==> src/rtl/mandel_pkg.sv <==
// Shared types and helpers for the fixed-point Mandelbrot engine.
// Q3.(WIDTH-3) format: escape threshold and saturation live here.
package mandel_pkg;

    typedef enum logic [1:0] {
        IDLE = 2'd0,
        ITER = 2'd1,
        DONE = 2'd2
    } state_t;

    function automatic int frac_of(input int w);
        return w - 3;
    endfunction

    function automatic int esc_of(input int w);
        return 4 << frac_of(w);
    endfunction

    localparam int ESC_THRESH = esc_of(12);

    function automatic logic signed [31:0] sat(
        input logic signed [31:0] v,
        input int                 w
    );
        logic signed [31:0] hi;
        logic signed [31:0] lo;
        hi = (32'sd1 <<< (w - 1)) - 32'sd1;
        lo = -(32'sd1 <<< (w - 1));
        if (v > hi) return hi;
        if (v < lo) return lo;
        return v;
    endfunction

endpackage

==> src/rtl/mandel_step.sv <==
// One z <- z^2 + c step: next z, |z|^2 and the escape flag.
// Purely combinational; the FSM in mandel_iter_core registers it.
module mandel_step
    import mandel_pkg::*;
#(
    parameter int WIDTH = 12
) (
    input  logic signed [WIDTH-1:0] z_re,
    input  logic signed [WIDTH-1:0] z_im,
    input  logic signed [WIDTH-1:0] c_re,
    input  logic signed [WIDTH-1:0] c_im,
    output logic signed [WIDTH-1:0] z_re_nxt,
    output logic signed [WIDTH-1:0] z_im_nxt,
    output logic [WIDTH+2:0]        mag,
    output logic                    escape
);

    localparam int FRAC = frac_of(WIDTH);
    localparam int SW   = WIDTH + 3;
    localparam logic [SW-1:0] ESC = SW'(esc_of(WIDTH));

    logic signed [2*WIDTH-1:0] p_rr;
    logic signed [2*WIDTH-1:0] p_ii;
    logic signed [2*WIDTH-1:0] p_ri;
    logic signed [SW-1:0]      sq_re;
    logic signed [SW-1:0]      sq_im;
    logic signed [SW-1:0]      xy;
    logic signed [SW-1:0]      two_xy;
    logic signed [SW-1:0]      c_re_x;
    logic signed [SW-1:0]      c_im_x;
    logic signed [SW-1:0]      sum_re;
    logic signed [SW-1:0]      sum_im;
    logic signed [31:0]        sat_re;
    logic signed [31:0]        sat_im;
    logic                      unused_bits;

    // Full-width products; dropping the low FRAC bits is an
    // arithmetic shift that truncates toward -inf.
    assign p_rr  = z_re * z_re;
    assign p_ii  = z_im * z_im;
    assign p_ri  = z_re * z_im;
    assign sq_re = p_rr[2*WIDTH-1:FRAC];
    assign sq_im = p_ii[2*WIDTH-1:FRAC];
    assign xy    = p_ri[2*WIDTH-1:FRAC];

    // Squares are non-negative, so the magnitude is unsigned
    // and cannot overflow SW bits.
    assign mag    = $unsigned(sq_re) + $unsigned(sq_im);
    assign escape = (mag >= ESC);

    assign c_re_x = {{3{c_re[WIDTH-1]}}, c_re};
    assign c_im_x = {{3{c_im[WIDTH-1]}}, c_im};
    assign two_xy = xy <<< 1;
    assign sum_re = sq_re - sq_im + c_re_x;
    assign sum_im = two_xy + c_im_x;

    assign sat_re   = sat(32'(sum_re), WIDTH);
    assign sat_im   = sat(32'(sum_im), WIDTH);
    assign z_re_nxt = sat_re[WIDTH-1:0];
    assign z_im_nxt = sat_im[WIDTH-1:0];

    assign unused_bits = ^{p_rr[FRAC-1:0], p_ii[FRAC-1:0],
                           p_ri[FRAC-1:0], sat_re[31:WIDTH],
                           sat_im[31:WIDTH]};

endmodule

==> src/rtl/mandel_iter_core.sv <==
// Mandelbrot escape-count engine: one point in, one count out,
// one iteration per clock between two valid/ready handshakes.
module mandel_iter_core
    import mandel_pkg::*;
#(
    parameter int WIDTH  = 12,
    parameter int ITER_W = 4
) (
    input  logic                    clk,
    input  logic                    rst_n,
    input  logic                    in_valid,
    output logic                    in_ready,
    input  logic signed [WIDTH-1:0] c_re,
    input  logic signed [WIDTH-1:0] c_im,
    input  logic [ITER_W-1:0]       max_iter,
    output logic                    out_valid,
    input  logic                    out_ready,
    output logic [ITER_W-1:0]       out_iter,
    output logic                    out_escaped
);

    state_t state;
    state_t state_nxt;

    logic signed [WIDTH-1:0] c_re_q;
    logic signed [WIDTH-1:0] c_im_q;
    logic [ITER_W-1:0]       max_q;
    logic signed [WIDTH-1:0] z_re;
    logic signed [WIDTH-1:0] z_im;
    logic [ITER_W-1:0]       cnt;
    logic signed [WIDTH-1:0] z_re_nxt;
    logic signed [WIDTH-1:0] z_im_nxt;
    logic [WIDTH+2:0]        mag;
    logic                    esc;
    logic                    lim;
    logic                    accept;

    mandel_step #(
        .WIDTH(WIDTH)
    ) u_step (
        .z_re    (z_re),
        .z_im    (z_im),
        .c_re    (c_re_q),
        .c_im    (c_im_q),
        .z_re_nxt(z_re_nxt),
        .z_im_nxt(z_im_nxt),
        .mag     (mag),
        .escape  (esc)
    );

    assign in_ready  = (state == IDLE);
    assign out_valid = (state == DONE);
    assign accept    = in_ready && in_valid;
    assign lim       = (cnt == max_q);

    // State register.
    always_ff @(posedge clk or negedge rst_n) begin
        if (!rst_n) state <= IDLE;
        else        state <= state_nxt;
    end

    // Next state: escape or limit ends ITER; handshake ends DONE.
    always_comb begin
        state_nxt = state;
        unique case (state)
            IDLE:    if (in_valid) state_nxt = ITER;
            ITER:    if (esc || lim) state_nxt = DONE;
            DONE:    if (out_ready) state_nxt = IDLE;
            default: state_nxt = IDLE;
        endcase
    end

    // Datapath: latch the point, iterate z, capture the result.
    always_ff @(posedge clk or negedge rst_n) begin
        if (!rst_n) begin
            c_re_q      <= '0;
            c_im_q      <= '0;
            max_q       <= '0;
            z_re        <= '0;
            z_im        <= '0;
            cnt         <= '0;
            out_iter    <= '0;
            out_escaped <= 1'b0;
        end else if (accept) begin
            c_re_q <= c_re;
            c_im_q <= c_im;
            max_q  <= max_iter;
            z_re   <= '0;
            z_im   <= '0;
            cnt    <= '0;
        end else if (state == ITER) begin
            if (esc) begin
                out_iter    <= cnt;
                out_escaped <= 1'b1;
            end else if (lim) begin
                out_iter    <= max_q;
                out_escaped <= 1'b0;
            end else begin
                z_re <= z_re_nxt;
                z_im <= z_im_nxt;
                cnt  <= cnt + 1'b1;
            end
        end
    end

endmodule

==> config.mk <==
export PLATFORM = sky130hd
export DESIGN_NAME = mandel_iter_core
export DESIGN_NICKNAME = d
export VERILOG_FILES = /design/src/rtl/mandel_pkg.sv /design/src/rtl/mandel_step.sv /design/src/rtl/mandel_iter_core.sv
export SDC_FILE = /design/constraint.sdc
export NUM_CORES = 1
export LEC_CHECK = 0
export ABC_CLOCK_PERIOD_IN_PS = 11800
export CAP_MARGIN = 20
export CORE_UTILIZATION = 60
export CTS_CLUSTER_DIAMETER = 40
export DETAILED_ROUTE_END_ITERATION = 12
export GPL_TIMING_DRIVEN = 0
export MAX_ROUTING_LAYER = met4
export PLACE_DENSITY_LB_ADDON = 0.08
export SLEW_MARGIN = 20
export SYNTH_ARGS = -nofsm -noshare
export SYNTH_HDL_FRONTEND = slang
export SYNTH_HIERARCHICAL = 1
export SYNTH_SLANG_ARGS = --single-unit
==> constraint.sdc <==
create_clock -name clk -period 11.8 [get_ports clk]
set_input_delay 1.18 -clock clk [delete_from_list [all_inputs] [get_ports clk]]
set_output_delay 1.18 -clock clk [all_outputs]
set_load 0.02 [all_outputs]
==> results.py, run 1 <==
metrics = {
    "sta": {
        "rsz0062_at_grt": "false",
        "max_slew_margin": 0.4294,
        "hold_viol_final": 0,
        "setup_tns_ps": 0,
        "finalSetupViolations": 0,
        "fmax_ghz": 0.09833,
        "tightest_slew_ps": 855.9,
        "period_needed_ps": 10170,
        "clock-skew-final_ps": 19.97,
        "finalMaxSlewViolations": 0,
        "fin_crit_sh": 0.8619,
    },
    "setup_path": {
        "startpoint_type": "register",
        "crit_family": "adder cells",
        "cp_common_cell": "inv_1",
        "cpMaxStageDelayCell": "a211oi_1",
        "worst-endpoint-required_ps": 12080,
        "crit_type": "register to register",
        "slowest_delay_ps": 550,
        "critPathBufInv": 11,
        "critPathArrivalTime_ps": 10450,
        "crit_fanout": 10,
        "end_kind": "register",
    },
    "cts": {
        "hold_buffers": 0,
        "cts_resized": 0,
        "clk_pin_slew_ps": 60,
        "insertion_delay_ps": 370,
        "root_buffer": "clkbuf_16",
        "cts_buffer_depth": 2,
        "cts_num_sinks": 63,
        "post_cts_buffers": 0,
        "htree_levels": 3,
        "cts-buffers-inserted": 9,
        "cts_tree": "done",
    },
    "synth": {
        "syn-cell-area_sq_um": 19430,
        "synth_warnings": 6,
        "synth.avg_cell_area_sq_um": 9.124,
        "syn-instance-count": 2130,
        "syn_nets": 2750,
    },
    "grt": {
        "first_global_vias": 15176,
        "use_met2": 0.4965,
        "use_met3": 0.04071,
        "grt.busiest_layer": "met2",
        "grt_pass1_wl_um": 77780,
        "gr-usage-met1": 0.4296,
        "grt_usage": 0.3151,
        "grt_max_degree": 33,
        "antenna_found_initial": 0,
        "overflow": 0,
    },
    "drt": {
        "wl_per_cell_um": 17.78,
        "drt_iter0_drc": 841,
        "viasPerCell": 5.521,
        "totalWireLength_um": 46000,
        "drtPass1Iterations": 7,
        "drcViolationCount": 0,
        "vias": 14284,
        "ant_nets": 0,
    },
    "pwr": {
        "ir_drop_mv": 0.5402,
        "power.leakage_nw": 10.60,
        "total_power_mw": 4.827,
        "powerDensity_nw_per_um2": 233.9,
    },
    "floorplan": {
        "rows": 65,
        "io_pins": 39,
        "die_h_um": 182.0,
        "die_w_um": 182.0,
        "initial_utilization": 0.6127,
        "design.core.area_sq_um": 31720,
        "die_area_sq_um": 33110,
    },
    "flow_run": {
        "drv_cap": 0,
    },
    "final_layout": {
        "drive_gt1_frac": 0.03890,
        "antenna_cells": 0,
        "fin_nets": 2800,
        "synthToLayoutAreaGrowth_pct": 6.168,
    },
    "placement": {
        "gp_congestion": 0.8994,
        "numPortBuffers": 38,
        "dp_hpwl_um": 38240,
    },
    "hold_path": {
        "hold_path_class": "register to register",
    },
    "outcome": {
        "status": "completed",
    },
}
==> path summary, 6_finish.rpt <==
check                                             start                       to  slack (ps)  cells after the start
worst max-delay path                z_im[8]$_DFFE_PN0P_     z_re[10]$_DFFE_PN0P_        1630                     36
worst min-delay path            out_escaped$_DFFE_PN0P_  out_escaped$_DFFE_PN0P_         510                      1
worst max register to register      z_im[8]$_DFFE_PN0P_     z_re[10]$_DFFE_PN0P_        1630                     36
worst min register to register  out_escaped$_DFFE_PN0P_  out_escaped$_DFFE_PN0P_         510                      1
max in group asynchronous                         rst_n      z_re[2]$_DFFE_PN0P_       10450                      2
min in group asynchronous                         rst_n  out_escaped$_DFFE_PN0P_         770                      1
==> where the power goes <==
| part | internal, mW | switching [mW] |
|---|---|---|
| Sequential | 0.300 | 0.104 |
| Combinational | 1.65 | 2.49 |
| Clock | 0.165 | 0.120 |
==> area by class of cell <==
| class | instances | area (sq um) |
|---|---|---|
| Clock buffer | 10 | 229.0 |
| Timing Repair Buffer | 39 | 397.9 |
| Fill cell | 2771 | 11090 |
| Buffer | 71 | 297.8 |
| Inverter | 522 | 1959 |
| Multi-Input combinational cell | 1474 | 15600 |
| Clock inverter | 6 | 68.82 |
| Tap cell | 402 | 503.0 |
| Sequential cell | 63 | 1577 |
==> placed cells by master (no fill, tap or decap), drive strengths merged, types with 4 or more instances in the layout <==
cell type / n
nand2b: 13
inv: 523
xnor2: 65
a21boi: 5
o21ai: 62
and3: 13
and2: 107
fa: 390
mux2i: 6
clkbuf: 68
a211oi: 10
nor4: 4
mux2: 29
nand3: 12
nand2: 225
or2: 7
o211ai: 7
nor2: 78
a21oi: 59
o311ai: 5
o21bai: 10
nor3: 21
nor2b: 19
nand4: 6
a21o: 26
o21a: 17
a31oi: 10
ha: 198
clkdlybuf4s50: 37
a31o: 5
dfrtp: 63
xor2: 26
buf: 15
==> layer usage <==
metal  part of all wire  wire length [um]
met1               0.43             19620
met2               0.47             21710
met3              0.070              3241
met4              0.031              1430
met5                  0                 0
==> state kept, by name (all words and copies together), names as in the netlist <==
register and flops:
c_re_q 12, z_re 12, z_im 12, cnt 4, c_im_q 12, max_q 4
state 2, out_iter 4, out_escaped 1
==> metrics by stage <==
stage	utilization	worst slack, ps	hold slack [ps]	std cells	instance area [sq um]
2_1_floorplan	-	3671	479.3	2130	19430
3_3_place_gp	0.6406	1964	489.2	2570	20320
3_5_place_dp	0.6411	1814	494.8	2571	20330
4_1_cts	0.6505	1788	509.2	2587	20630
5_1_grt	0.6505	1086	536.1	2587	20630
6_report	0.6505	1630	507.5	2587	20630
Power figures use the tool's default switching activity.
==> run 2: changes to the inputs <==
--- a/config.mk
+++ b/config.mk
@@ -7,6 +7,7 @@
 export LEC_CHECK = 0
 export ABC_CLOCK_PERIOD_IN_PS = 11800
 export CAP_MARGIN = 20
+export CORE_ASPECT_RATIO = 0.9
 export CORE_UTILIZATION = 60
 export CTS_CLUSTER_DIAMETER = 40
 export DETAILED_ROUTE_END_ITERATION = 12
==> results.py, run 2 (synthesis results as in run 1) <==
metrics = {
    "pwr": {
        "powerDensity_nw_per_um2": 231.9,
        "pwr-share-seq": 0.085,
        "p_switching_mw": 2.681,
        "p_comb_frac": 0.857,
        "power.leakage_nw": 10.61,
        "ir_drop_mv": 0.6849,
        "internal-power_mw": 2.107,
        "clockPowerShare": 0.057,
        "p_sw_frac": 0.5600,
    },
    "drt": {
        "ant_nets": 0,
        "wl_per_cell_um": 17.99,
        "drcViolationCount": 0,
        "drt_iter0_drc": 955,
        "vias": 14286,
        "viasPerCell": 5.495,
        "totalWireLength_um": 46770,
        "drtPass1Iterations": 5,
    },
    "grt": {
        "antenna_found_initial": 0,
        "first_global_vias": 14910,
        "overflow": 0,
        "grt_usage": 0.3193,
        "grt.busiest_layer": "met2",
        "grt_max_degree": 51,
        "use_met3": 0.06880,
        "gr-usage-met1": 0.4466,
        "grt_pass1_wl_um": 77670,
        "use_met2": 0.4722,
    },
    "final_layout": {
        "fin_nets": 2800,
        "antenna_cells": 0,
        "fill_cells": 2765,
        "final_cell_mix": "522 x inv_1, 390 x fa_1, 225 x nand2_1, 198 x ha_1, 107 x and2_1",
        "multi_input_area_sq_um": 15600,
        "stdcell_count": 2600,
        "drive_gt1_frac": 0.03892,
        "mostFrequentLayoutCell": "inv_1",
        "synthToLayoutAreaGrowth_pct": 6.245,
        "regArea_sq_um": 1577,
    },
    "sta": {
        "max_slew_margin": 0.2961,
        "tightest_slew_ps": 1056,
        "finalMaxSlewViolations": 0,
        "setup_tns_ps": 0,
        "fin_crit_sh": 0.8736,
        "fmax_ghz": 0.09701,
        "rsz0062_at_grt": "false",
        "finalSetupViolations": 0,
        "clock-skew-final_ps": 15.50,
        "period_needed_ps": 10310,
        "fin_hold_ws_ps": 508.2,
        "hold_viol_final": 0,
    },
    "flow_run": {
        "drv_cap": 0,
    },
    "setup_path": {
        "cpMaxStageDelayCell": "clkbuf_1",
        "cp_common_cell": "fa_1",
        "crit_type": "register to register",
        "critPathArrivalTime_ps": 10540,
        "startpoint_type": "register",
        "crit_family": "adder cells",
        "crit_fanout": 10,
        "end_kind": "register",
        "critPathBufInv": 9,
        "worst-endpoint-required_ps": 12030,
        "slowest_delay_ps": 810,
    },
    "floorplan": {
        "rows": 62,
        "die_h_um": 172.7,
        "die_w_um": 191.7,
        "design.core.area_sq_um": 31880,
        "die_area_sq_um": 33110,
        "io_pins": 39,
        "initial_utilization": 0.6095,
    },
    "cts": {
        "hold_buffers": 0,
        "cts-buffers-inserted": 9,
        "post_cts_buffers": 0,
        "cts_tree": "done",
        "insertion_delay_ps": 370,
        "root_buffer": "clkbuf_16",
        "htree_levels": 3,
        "cts_resized": 0,
        "cts_buffer_depth": 2,
        "cts_num_sinks": 63,
        "clk_pin_slew_ps": 70,
    },
    "hold_path": {
        "hold_path_class": "register to register",
    },
    "placement": {
        "dp_hpwl_um": 39230,
        "gp_congestion": 0.9327,
        "numPortBuffers": 38,
        "placedCellCount": 2585,
    },
    "outcome": {
        "status": "completed",
    },
}
## run 2: metal layers
metal / vias up / routed length [um]
met5: - / 0
met4: 0 / 1117
met3: 66 / 4314
met2: 484 / 21270
met1: 7160 / 20070
li1: 6576 / -
## run 2: worst paths after layout
check                                   startpoint                 endpoint  slack [ps]  depth (start not counted)
max                            z_re[9]$_DFFE_PN0P_     z_re[10]$_DFFE_PN0P_        1490                         36
min                        out_escaped$_DFFE_PN0P_  out_escaped$_DFFE_PN0P_         510                          1
max reg2reg                    z_re[9]$_DFFE_PN0P_     z_re[10]$_DFFE_PN0P_        1490                         36
min reg2reg                out_escaped$_DFFE_PN0P_  out_escaped$_DFFE_PN0P_         510                          1
max in group asynchronous                    rst_n      z_im[2]$_DFFE_PN0P_       10560                          2
min in group asynchronous                    rst_n     z_re[11]$_DFFE_PN0P_         680                          1
## run 2: cell type report
class                           count  area share
Multi-Input combinational cell   1474      0.7555
Inverter                          522     0.09490
Sequential cell                    63     0.07635
Tap cell                          416     0.02521
Timing Repair Buffer               39     0.01963
Buffer                             71     0.01442
Clock buffer                        9     0.01091
Clock inverter                      6    0.003030
## run 2: through the flow
stage                     setup WS [ps]  power (mW)  utilization  cell area, sq um
after floorplan                    3671       3.465            -             19430
after global placement             1944       4.318       0.6378             20330
after detailed placement           1715       4.437       0.6386             20360
after CTS                          1696       4.750       0.6476             20650
after global routing              919.5       5.329       0.6476             20650
final                              1492       4.788       0.6476             20650
## run 2: worst register-to-register path: cells and delay by family (launching register included)
family          cells  cell delay (ps)
xor+xnor            1              240
fa+ha+maj           8             3580
buf+inv             9             2220
flops               1              400
simple gates        6             1250
compound gates     12             2500
## run 2: power groups by stage
stage	Combinational (mW)	Clock [mW]	Sequential, mW
after floorplan	3.10	0	0.369
after global placement	3.91	0	0.408
after detailed placement	4.03	0	0.410
after CTS	4.06	0.281	0.406
after global routing	4.62	0.290	0.419
final	4.10	0.275	0.409
==> run 3: changes to the inputs <==
--- a/config.mk
+++ b/config.mk
@@ -8,7 +8,7 @@
 export ABC_CLOCK_PERIOD_IN_PS = 11800
 export CAP_MARGIN = 20
 export CORE_ASPECT_RATIO = 0.9
-export CORE_UTILIZATION = 60
+export CORE_UTILIZATION = 45
 export CTS_CLUSTER_DIAMETER = 40
 export DETAILED_ROUTE_END_ITERATION = 12
 export GPL_TIMING_DRIVEN = 0
==> results.py, run 3 (synthesis results as in run 1) <==
metrics = {
    "outcome": {
        "status": "completed",
    },
    "flow_run": {
        "drv_cap": 0,
    },
    "placement": {
        "dp_hpwl_um": 41210,
        "gp_congestion": 0.8802,
        "placedCellCount": 2716,
        "numPortBuffers": 38,
    },
    "drt": {
        "wl_per_cell_um": 17.96,
        "ant_nets": 0,
        "viasPerCell": 5.124,
        "totalWireLength_um": 49060,
        "vias": 13999,
        "drt_iter0_drc": 787,
        "drtPass1Iterations": 5,
        "drcViolationCount": 0,
    },
    "final_layout": {
        "mostFrequentLayoutCell": "inv_1",
        "fin_nets": 2800,
        "antenna_cells": 0,
        "final_cell_mix": "522 x inv_1, 390 x fa_1, 225 x nand2_1, 198 x ha_1, 107 x and2_1",
        "stdcell_count": 2732,
        "drive_gt1_frac": 0.03936,
        "synthToLayoutAreaGrowth_pct": 7.314,
        "fin_util": 0.4942,
    },
    "cts": {
        "cts_tree": "done",
        "cts_resized": 0,
        "htree_levels": 3,
        "cts-buffers-inserted": 9,
        "clk_pin_slew_ps": 70,
        "hold_buffers": 0,
        "cts_num_sinks": 63,
        "root_buffer": "clkbuf_16",
        "post_cts_buffers": 0,
        "cts_buffer_depth": 2,
        "insertion_delay_ps": 370,
    },
    "floorplan": {
        "rows": 71,
        "design.core.area_sq_um": 42200,
        "initial_utilization": 0.4605,
        "die_w_um": 221.1,
        "die_area_sq_um": 44020,
        "die_h_um": 199.2,
        "io_pins": 39,
    },
    "sta": {
        "finalMaxSlewViolations": 0,
        "fin_crit_sh": 0.8809,
        "tightest_slew_ps": 1119,
        "fmax_ghz": 0.09620,
        "finalSetupViolations": 0,
        "period_needed_ps": 10390,
        "hold_viol_final": 0,
        "rsz0062_at_grt": "false",
        "setup_tns_ps": 0,
        "max_slew_margin": 0.2537,
        "clock-skew-final_ps": 10.40,
    },
    "grt": {
        "overflow": 0,
        "grt_usage": 0.2482,
        "grt_max_degree": 51,
        "grt_pass1_wl_um": 80520,
        "first_global_vias": 14595,
        "antenna_found_initial": 1,
    },
    "setup_path": {
        "end_kind": "register",
        "startpoint_type": "register",
        "startpoint": "z_re[7]$_DFFE_PN0P_",
        "cpMaxStageDelayCell": "clkbuf_1",
        "crit_type": "register to register",
        "cp_common_cell": "fa_1",
        "worst-endpoint-required_ps": 12040,
        "critPathArrivalTime_ps": 10640,
        "slowest_delay_ps": 730,
        "crit_fanout": 10,
        "r2r_start": "z_re[7]$_DFFE_PN0P_",
    },
    "pwr": {
        "pwr-share-seq": 0.084,
        "p_comb_frac": 0.852,
        "p_switching_mw": 2.743,
        "ir_drop_mv": 0.3513,
        "internal-power_mw": 2.135,
        "power.leakage_nw": 10.62,
        "powerDensity_nw_per_um2": 233.9,
        "p_sw_frac": 0.5623,
        "clockPowerShare": 0.064,
    },
    "hold_path": {
        "hold_path_class": "register to register",
        "min_from": "out_escaped$_DFFE_PN0P_",
    },
}
==> run 3: through the flow <==
step	power (mW)	cell area, sq um	hold WS, ps	setup slack, ps
after floorplan	3.465	19430	479.3	3671
after global placement	4.424	20500	487.2	1703
after detailed placement	4.506	20520	490.0	1636
after CTS	4.864	20860	504.3	1611
after global routing	5.402	20860	528.9	923.9
final	4.878	20860	503.8	1405
==> run 3: path summary, 6_finish.rpt <==
path / slack [ps] / depth (start not counted) / end
max reg2reg: 1410 / 34 / z_re[10]$_DFFE_PN0P_
max in group asynchronous: 10570 / 2 / c_re_q[8]$_DFFE_PN0P_
min in group asynchronous: 680 / 1 / out_iter[0]$_DFFE_PN0P_
max: 1410 / 34 / z_re[10]$_DFFE_PN0P_
min reg2reg: 500 / 1 / out_escaped$_DFFE_PN0P_
min: 500 / 1 / out_escaped$_DFFE_PN0P_
==> run 3: layer usage <==
layer	up-vias	global-route usage	routed length [um]
li1	6586	-	-
met1	7104	0.3573	24140
met2	265	0.3625	20830
met3	44	0.03749	2776
met4	0	0.07071	1323
met5	-	-	0
==> run 3: power by group through the flow <==
stage                     clock network [mW]  logic (mW)  registers, mW
after floorplan                            0        3.10          0.369
after global placement                     0        4.01          0.412
after detailed placement                   0        4.09          0.412
after CTS                              0.322        4.13          0.408
after global routing                   0.331        4.65          0.421
final                                  0.312        4.16          0.408
==> run 3: cell type report <==
cell class | instances | area (sq um)
fillers | 4089 | 21340
multi-input cells | 1474 | 15600
inverters | 522 | 1959
flip-flops and latches | 63 | 1577
well taps | 547 | 684.4
repair buffers | 39 | 405.4
plain buffers | 71 | 297.8
clock buffers | 10 | 239.0
clock inverters | 6 | 92.59
==> run 3: worst max-delay path, delay by kind of cell, from the launching register on <==
kind	cells	cell delay [ps]
AOI/OAI and AO/OA	12	2510
xor gates and xnor gates	1	240
adders and majority gates	8	3650
buffers and inverters	7	2100
DFF	1	550
and+or+nand+nor	6	1230
